$ cat config.mk
export PLATFORM = sky130hd
export DESIGN_NAME = rtsnoc_port_arbiter
export DESIGN_NICKNAME = d
export VERILOG_FILES = /design/src/rtl/rtsnoc_pkg.sv /design/src/rtl/rtsnoc_rx_buf.sv /design/src/rtl/rtsnoc_port_arbiter.sv
export SDC_FILE = /design/constraint.sdc
export NUM_CORES = 1
export LEC_CHECK = 0
export CORE_MARGIN = 2
export CORE_UTILIZATION = 34
export CTS_CLUSTER_SIZE = 24
export DETAILED_ROUTE_END_ITERATION = 12
export GPL_TIMING_DRIVEN = 0
export HOLD_SLACK_MARGIN = 0.02
export MAX_ROUTING_LAYER = met4
export PLACE_DENSITY_LB_ADDON = 0.1
export REMOVE_ABC_BUFFERS = 1
export SLEW_MARGIN = 15
export SYNTH_ARGS = -nofsm -noshare
export SYNTH_HDL_FRONTEND = slang
export SYNTH_SLANG_ARGS = --single-unit
$ cat constraint.sdc
create_clock -name clk_i -period 3.33 [get_ports clk_i]
set_clock_uncertainty 0.05 [all_clocks]
set_input_delay 0.4995 -clock clk_i [delete_from_list [all_inputs] [get_ports clk_i]]
set_output_delay 0.4995 -clock clk_i [all_outputs]
set_load 0.01 [all_outputs]
$ cat src/rtl/rtsnoc_pkg.sv
// Shared widths, header field offsets and FSM encodings for the rtsnoc port arbiter.
// No logic, so no latency.
// No handshakes of its own.
package rtsnoc_pkg;

    // Width of the two {x,y} pairs in a header.
    function automatic int soc_xy_size(input int sx, input int sy);
        return 2 * sy + 2 * sx;
    endfunction

    // Header is both {x,y} pairs plus the two 3-bit h fields.
    function automatic int noc_header_size(input int sx, input int sy);
        return soc_xy_size(sx, sy) + 6;
    endfunction

    // Full flit width.
    function automatic int noc_bus_size(input int sx, input int sy, input int dw);
        return dw + noc_header_size(sx, sy);
    endfunction

    // Width of one {x,y,h} address.
    function automatic int noc_addr_width(input int sx, input int sy);
        return sx + sy + 3;
    endfunction

    // Bit offset of the destination {x,y,h} field.
    function automatic int noc_dst_lsb(input int dw);
        return dw;
    endfunction

    // Bit offset of the origin {x,y,h} field, which sits at the top of the flit.
    function automatic int noc_src_lsb(input int sx, input int sy, input int dw);
        return dw + noc_addr_width(sx, sy);
    endfunction

    typedef enum logic {
        TX_IDLE = 1'b0,
        TX_SEND = 1'b1
    } tx_state_t;

    typedef enum logic {
        RX_IDLE = 1'b0,
        RX_POP  = 1'b1
    } rx_state_t;

endpackage

$ cat src/rtl/rtsnoc_rx_buf.sv
// One-entry flit buffer with a full flag, used to hold a flit for one client.
// Latency: a fill is visible on dout/full the cycle after the fill edge.
// Backpressure: the producer may fill only while empty; a pop while empty is ignored.
module rtsnoc_rx_buf #(
    parameter int W = 26
) (
    input  logic         clk,
    input  logic         rst,
    input  logic         fill,
    input  logic [W-1:0] din,
    input  logic         pop,
    output logic [W-1:0] dout,
    output logic         full
);

    // Capture on fill, release on pop; reset drops any held flit.
    always_ff @(posedge clk or posedge rst) begin
        if (rst) begin
            dout <= '0;
            full <= 1'b0;
        end else begin
            if (fill && !full) begin
                dout <= din;
                full <= 1'b1;
            end else if (pop && full) begin
                full <= 1'b0;
            end
        end
    end

endmodule

$ cat src/rtl/rtsnoc_port_arbiter.sv
// Shares one router local port between two clients: round-robin TX, address-steered RX.
// Latency: TX accept to p_wr_o is 1 cycle; RX p_rd_o edge to cN_nd_o is 1 cycle.
// Backpressure: p_wait_i holds the registered TX flit; a full target buffer stalls all RX.
module rtsnoc_port_arbiter
    import rtsnoc_pkg::*;
#(
    parameter int SOC_SIZE_X     = 1,
    parameter int SOC_SIZE_Y     = 1,
    parameter int NOC_DATA_WIDTH = 16,
    parameter logic [SOC_SIZE_X+SOC_SIZE_Y+2:0] C1_SRC_ADDR = '0
) (
    input  logic                                                    clk_i,
    input  logic                                                    rst_i,
    output logic [noc_bus_size(SOC_SIZE_X,SOC_SIZE_Y,NOC_DATA_WIDTH)-1:0] p_din_o,
    output logic                                                    p_wr_o,
    output logic                                                    p_rd_o,
    input  logic [noc_bus_size(SOC_SIZE_X,SOC_SIZE_Y,NOC_DATA_WIDTH)-1:0] p_dout_i,
    input  logic                                                    p_wait_i,
    input  logic                                                    p_nd_i,
    input  logic [noc_bus_size(SOC_SIZE_X,SOC_SIZE_Y,NOC_DATA_WIDTH)-1:0] c0_din_i,
    input  logic                                                    c0_wr_i,
    output logic                                                    c0_wait_o,
    output logic [noc_bus_size(SOC_SIZE_X,SOC_SIZE_Y,NOC_DATA_WIDTH)-1:0] c0_dout_o,
    output logic                                                    c0_nd_o,
    input  logic                                                    c0_rd_i,
    input  logic [noc_bus_size(SOC_SIZE_X,SOC_SIZE_Y,NOC_DATA_WIDTH)-1:0] c1_din_i,
    input  logic                                                    c1_wr_i,
    output logic                                                    c1_wait_o,
    output logic [noc_bus_size(SOC_SIZE_X,SOC_SIZE_Y,NOC_DATA_WIDTH)-1:0] c1_dout_o,
    output logic                                                    c1_nd_o,
    input  logic                                                    c1_rd_i
);

    localparam int NOC_BUS_SIZE = noc_bus_size(SOC_SIZE_X, SOC_SIZE_Y, NOC_DATA_WIDTH);
    localparam int ADDR_W       = noc_addr_width(SOC_SIZE_X, SOC_SIZE_Y);
    localparam int SRC_LSB      = noc_src_lsb(SOC_SIZE_X, SOC_SIZE_Y, NOC_DATA_WIDTH);

    // ---------------- TX path ----------------
    tx_state_t tx_state;
    tx_state_t tx_state_nxt;
    logic      rr;
    logic      sel;
    logic      tx_accept;

    // Pick a requester (rr breaks ties only) and grant it combinationally while idle.
    always_comb begin
        tx_state_nxt = tx_state;
        sel          = 1'b0;
        tx_accept    = 1'b0;
        c0_wait_o    = 1'b1;
        c1_wait_o    = 1'b1;
        case (tx_state)
            TX_IDLE: begin
                if (c0_wr_i && c1_wr_i) begin
                    sel = rr;
                end else begin
                    sel = c1_wr_i;
                end
                tx_accept = c0_wr_i | c1_wr_i;
                if (tx_accept) begin
                    c0_wait_o    = sel;
                    c1_wait_o    = ~sel;
                    tx_state_nxt = TX_SEND;
                end
            end
            TX_SEND: begin
                if (!p_wait_i) begin
                    tx_state_nxt = TX_IDLE;
                end
            end
            default: tx_state_nxt = TX_IDLE;
        endcase
    end

    // Register the granted flit toward the router and hold it until the router takes it.
    always_ff @(posedge clk_i or posedge rst_i) begin
        if (rst_i) begin
            tx_state <= TX_IDLE;
            rr       <= 1'b0;
            p_din_o  <= '0;
            p_wr_o   <= 1'b0;
        end else begin
            tx_state <= tx_state_nxt;
            if (tx_accept) begin
                p_din_o <= sel ? c1_din_i : c0_din_i;
                p_wr_o  <= 1'b1;
                rr      <= ~sel;
            end else if (tx_state == TX_SEND && !p_wait_i) begin
                p_wr_o <= 1'b0;
            end
        end
    end

    // ---------------- RX path ----------------
    rx_state_t rx_state;
    rx_state_t rx_state_nxt;
    logic      tgt;
    logic      tgt_full;
    logic      fill0;
    logic      fill1;

    // Steer by origin address; read only when the target buffer has room, then skip one
    // cycle so the router can refresh p_nd_i before the next read.
    always_comb begin
        tgt          = (p_dout_i[SRC_LSB +: ADDR_W] == C1_SRC_ADDR);
        tgt_full     = tgt ? c1_nd_o : c0_nd_o;
        p_rd_o       = 1'b0;
        rx_state_nxt = rx_state;
        case (rx_state)
            RX_IDLE: begin
                p_rd_o = p_nd_i & ~tgt_full;
                if (p_rd_o) begin
                    rx_state_nxt = RX_POP;
                end
            end
            RX_POP:  rx_state_nxt = RX_IDLE;
            default: rx_state_nxt = RX_IDLE;
        endcase
    end

    assign fill0 = p_rd_o & ~tgt;
    assign fill1 = p_rd_o &  tgt;

    // RX state register.
    always_ff @(posedge clk_i or posedge rst_i) begin
        if (rst_i) begin
            rx_state <= RX_IDLE;
        end else begin
            rx_state <= rx_state_nxt;
        end
    end

    rtsnoc_rx_buf #(.W(NOC_BUS_SIZE)) u_buf0 (
        .clk  (clk_i),
        .rst  (rst_i),
        .fill (fill0),
        .din  (p_dout_i),
        .pop  (c0_rd_i),
        .dout (c0_dout_o),
        .full (c0_nd_o)
    );

    rtsnoc_rx_buf #(.W(NOC_BUS_SIZE)) u_buf1 (
        .clk  (clk_i),
        .rst  (rst_i),
        .fill (fill1),
        .din  (p_dout_i),
        .pop  (c1_rd_i),
        .dout (c1_dout_o),
        .full (c1_nd_o)
    );

endmodule

Yosys cells after proc, flatten, opt, wreduce, memory -nomap -nowiden
Index checks and enable logic that the tools add are counted.
{ "word_totals": {"mem_count": 0, "latchBits": 0, "mem_bits_ro": 0, "mem_bits_rw": 0, "in_bits": 86, "elab_cells": 54, "ff_bits": 84, "out_inout_bits": 84} }
{ "classes": {"order_cmp": 0, "div": 0, "reduce_logical": 13, "n_eq_ne": 0, "addsub": 0, "shift": 0, "bitwise": 10, "n_mul": 0, "muxes": 22} }
{ "op_table": {"columns": ["op", "n"], "rows": [
  ["$mux 26", 1],
  ["$mux 1", 19],
  ["$logic_and 1x1->1", 6],
  ["$not 1->1", 6],
  ["$reduce_bool 2->1", 3],
  ["$logic_not 5->1", 1],
  ["$pmux 1 s2", 2],
  ["$and 1x1->1", 3],
  ["$logic_not 1->1", 3],
  ["$or 1x1->1", 1]
]} }

Longest topological paths before layout
{ "logic_depth": {"depth_word": 8, "mapped_depth": 5, "ltp_nobuf": 3} }

Modules after synthesis
From an unflattened synthesis, not the netlist that was laid out.
{ "hier_totals": {"hier_cells": 294, "hier_area_um2": 3960.0} }
{ "by_module_without_submodules": {"columns": ["module", "area_each_um2", "cells_per_inst", "instances", "seq_area_each_um2"], "rows": [
  ["rtsnoc_rx_buf", 1116.1, 60, 2, 675.6],
  ["rtsnoc_port_arbiter", 1727.9, 174, 1, 750.7]
]} }

Worst setup path after synthesis
No wires, ideal clock.
{ "synth_path": {"path_type": "in2out", "from": "in p_dout_i[22]", "to": "out p_rd_o", "slack_ps": 1353, "t_arrival_ps": 1428, "cell_stages": 3, "path_buffers": 0, "t_required_ps": 2780, "cell_sequence": "or4_4 -> o21ai_2 -> nand2_1"} }
{ "synth_via": {"elab_chain_len": 5} }
{ "synth_lines": {"columns": ["item", "line", "text"], "rows": [
  ["start: declaration", "rtsnoc_port_arbiter.sv:17", "input logic [noc_bus_size(SOC_SIZE_X,SOC_SIZE_Y,NOC_DATA_WIDTH)-1:0] p_dout_i,"],
  ["$logic_not 5->1", "rtsnoc_port_arbiter.sv:105", "tgt = (p_dout_i[SRC_LSB +: ADDR_W] == C1_SRC_ADDR);"],
  ["$mux 1", "rtsnoc_port_arbiter.sv:106", "tgt_full = tgt ? c1_nd_o : c0_nd_o;"],
  ["$not 1->1", "rtsnoc_port_arbiter.sv:111", "p_rd_o = p_nd_i & ~tgt_full;"],
  ["$and 1x1->1", "rtsnoc_port_arbiter.sv:111", null],
  ["$mux 1", "rtsnoc_port_arbiter.sv:109", "case (rx_state)"],
  ["end: declaration", "rtsnoc_port_arbiter.sv:16", "output logic p_rd_o,"]
]} }
Every way passes these cells.

Worst setup path in the final report
{ "layout_path": {"from": "in c0_wr_i", "to": "out c0_wait_o"} }
{ "layout_via": {"elab_chain_len": 5, "word_cells_on_any_way": 6, "classes_between": "mux: 4; bitwise: 1; reduce/logical: 1"} }
{ "layout_lines": {"columns": ["item", "line", "text"], "rows": [
  ["start: declaration", "rtsnoc_port_arbiter.sv:21", "input logic c0_wr_i,"],
  ["$logic_and 1x1->1", "rtsnoc_port_arbiter.sv:54", "if (c0_wr_i && c1_wr_i) begin"],
  ["$mux 1", "rtsnoc_port_arbiter.sv:54", null],
  ["$mux 1", "rtsnoc_port_arbiter.sv:52", "case (tx_state)"],
  ["$mux 1 *", "rtsnoc_port_arbiter.sv:60", "if (tx_accept) begin"],
  ["$mux 1 *", "rtsnoc_port_arbiter.sv:52", null],
  ["end: declaration", "rtsnoc_port_arbiter.sv:22", "output logic c0_wait_o,"]
]} }
Mark *: on every way between the ends. The rest lies on a longest branch, timed or not. The select of a mux whose other input is x is not followed.

==> results.sh <==
export IMPL_comb_power_share=0.366
export IMPL_synth_seq_area_share=0.594
export IMPL_antenna_found_initial=0
export IMPL_drtIter0Drc=90
export IMPL_async_flop_share=1.00
export IMPL_p_seq_frac=0.409
export IMPL_htree_levels=3
export IMPL_p_int_mw=2.50
export IMPL_worstSetupPathType="primary input to output pin"
export IMPL_globalRouteOverflowTotal=0
export IMPL_antenna_cells=0
export IMPL_ant_nets=0
export IMPL_netlist_area_leader_share=0.594
export IMPL_vias_per_cell=4.83
export IMPL_clk_latency_ns=0.35
export IMPL_synth_area_top_cells="dfrtp_1 59%, mux2_4 8.5%, mux2_2 7.0%, a22oi_1 5.5%, a21oi_1 4.0%"
export IMPL_yosysMostFrequentCell="dfrtp_1"
export IMPL_die_h_um=106
export IMPL_num_rows=37
export IMPL_syn2layout_area_growth_pct=58.2
export IMPL_switching_power_uw=997
export IMPL_io_pins=170
export IMPL_hold_buffers=0
export IMPL_syn_avg_cell_area_um2=12.3
export IMPL_port_buffers=169
export IMPL_chipWidth_um=106
export IMPL_place_area_um2=5380
export IMPL_place_congestion=0.712
export IMPL_final_net_count=538
export IMPL_synth_distinct_cells=27
export IMPL_synth_edff_count=0
export IMPL_pwr_share_clk=0.225
export IMPL_max_stage_delay_ns=0.65
export IMPL_setup_viol=0
export IMPL_switching_share=0.285
export IMPL_grt_max_degree=44
export IMPL_dp_slack_ns=-0.180
export IMPL_hold_path_class="register to register"
export IMPL_dp_final_hpwl_um=6460
export IMPL_grt_pass1_wl_um=14900
export IMPL_cap_viol_max_count=0
export IMPL_crit_path_frequent_cell="clkdlybuf4s50_1"
export IMPL_cts_sink_count=84
export IMPL_synth_top_area_cell="dfrtp_1"
export IMPL_wl_per_cell_um=15.6
export IMPL_fmax_mhz=320
export IMPL_postCtsSetupBuffers=0
export IMPL_dr_total_vias=2858
export IMPL_first_global_vias=2980
export IMPL_dieArea_um2=11200
export IMPL_p_per_area_nw_per_um2=625
export IMPL_coreArea_um2=10200
export IMPL_start_util=0.346
export IMPL_rsz0062_at_grt="no"
export IMPL_outcome="completed"
export IMPL_drt_first_pass_iters=4
export IMPL_crit_buf_inv=3
export IMPL_cts_made_buffers=9
export IMPL_drive_gt1_frac=0.158
export IMPL_crit_path_end_kind="output pin"
export IMPL_cp_required_ns=2.78
export IMPL_min_period_ns=3.13
export IMPL_fin_ws_ns=0.205
export IMPL_wl_um=9260
export IMPL_clk_pin_slew_ns=0.09
export IMPL_cts_buffer_depth=2
export IMPL_crit_path_top_delay_cell="nor2b_2"
export IMPL_finalHoldViolCount=0
export IMPL_crit_fanout=16
export IMPL_relSlewSlack=0.276
export IMPL_n_fill_cell=910
export IMPL_holdWs_ns=0.433
export IMPL_synth_main_ff_cell="dfrtp_1"
export IMPL_tritoncts="built"
export IMPL_drc=0
export IMPL_path_delay_family="buffers and inverters"
export IMPL_setup_tns_ns=0
export IMPL_synth_cell_area_um2=3540
export IMPL_grt_total_usage=0.173
export IMPL_ys_ff_latch=84
export IMPL_synthCells=288
export IMPL_min_period_over_period=0.939
export IMPL_worstMarginPinSlew_ns=1.09
export IMPL_power_leakage_nw=2.40
export IMPL_worstPathArrival_ns=2.58
export IMPL_path_cells="clkdlybuf4s50_1, nor2b_2, buf_6, nand2_1, clkdlybuf4s50_1"
export IMPL_synthTopCellsByCount="84 x dfrtp_1, 33 x nand2_1, 28 x a21oi_1, 28 x o21ai_0, 26 x a22oi_1"
export IMPL_final_core_util=0.547
export IMPL_cts_root_buffer="clkbuf_8"
export IMPL_report_final_slew_viol_count=0
export IMPL_ir_drop_v=0.000234
export IMPL_final_area_um2=5600
export IMPL_yosysWarningCount=0
export IMPL_start_kind="primary input"
tightest hold or removal path: stages, from the launching register on:
cell and delay [ns]:
dfrtp_1 0.35, nand2_1 0.04, o21ai_0 0.06
cell usage in the layout (no fill, tap or decap), drive strengths merged:
cell type / n
clkinvlp: 1
nor3: 1
buf: 4
bufinv: 2
nor4b: 1
nand2b: 1
nor3b: 1
clkbuf: 9
a22o: 5
a21oi: 28
a22oi: 26
and2: 5
o21a: 1
clkdlybuf4s50: 169
dfrtp: 84
clkinv: 3
nand2: 33
inv: 4
nor4: 1
nor2: 1
o21ba: 1
o21bai: 1
mux2: 42
nor2b: 2
o21ai: 29
or4: 1
routing by layer:
metal	vias up	part of all wire	global-route usage
met4	0	0.012	0.0526
met3	10	0.080	0.0533
met2	118	0.46	0.266
met1	1375	0.44	0.222
li1	1355	-	-
met5	-	0	-
path summary, 6_finish.rpt:
check / start / end / slack, ns / depth (start not counted)
worst max-delay path: c0_wr_i / c0_wait_o / 0.20 / 5
worst min-delay path: p_din_o[17]$_DFFE_PP0P_ / p_din_o[17]$_DFFE_PP0P_ / 0.43 / 2
max in group asynchronous: rst_i / u_buf0.dout[10]$_DFFE_PP0P_ / 2.10 / 3
min in group asynchronous: rst_i / p_din_o[12]$_DFFE_PP0P_ / 0.51 / 2
worst min register to register: p_din_o[17]$_DFFE_PP0P_ / p_din_o[17]$_DFFE_PP0P_ / 0.43 / 2
worst max register to register: u_buf0.full$_DFFE_PP0P_ / u_buf0.dout[8]$_DFFE_PP0P_ / 1.46 / 3
sequential cells by signal (all words and copies together) (netlist names):
register     count
u_buf1.full      1
p_wr_o           1
p_din_o         26
u_buf1.dout     26
rx_state         1
u_buf0.full      1
rr               1
tx_state         1
u_buf0.dout     26
power by group through the flow:
stage	registers, mW	clock network (mW)	logic (mW)
after global placement	1.44	0	1.28
after floorplan	1.57	0	0.410
after CTS	1.43	0.810	1.30
after detailed placement	1.45	0	1.30
after global routing	1.47	0.859	1.38
final	1.43	0.789	1.28
layout make-up:
| class | instances | area, µm² | share of cell area |
|---|---|---|---|
| Clock buffer | 9 | 124 | 0.0221 |
| Clock inverter | 6 | 90.1 | 0.0161 |
| Inverter | 4 | 17.5 | 0.00313 |
| Multi-Input combinational cell | 180 | 1350 | 0.241 |
| Sequential cell | 84 | 2100 | 0.375 |
| Tap cell | 136 | 170 | 0.0304 |
| Timing Repair Buffer | 173 | 1750 | 0.312 |
through the flow:
step           power (mW)  instances
2_1_floorplan        1.98        268
3_3_place_gp         2.72        573
3_5_place_dp         2.75        577
4_1_cts              3.55        592
5_1_grt              3.71        592
6_report             3.50        592
cell families (layout without fill, tap and decap cells):
kind of cell           after synthesis  in the layout  synth area share
AND/OR/NAND/NOR                     47             47            0.0626
multiplexers                        42             42             0.155
AO/OA/AOI/OAI                       91             91             0.159
buffers and inverters               24            192            0.0300
flip-flops                          84             84             0.594
repair_timing:
action	CTS	global route
endpoints found under the setup margin	1	1
pin swaps	0	0
resized for setup	1	1
Power figures use the tool's default switching activity.
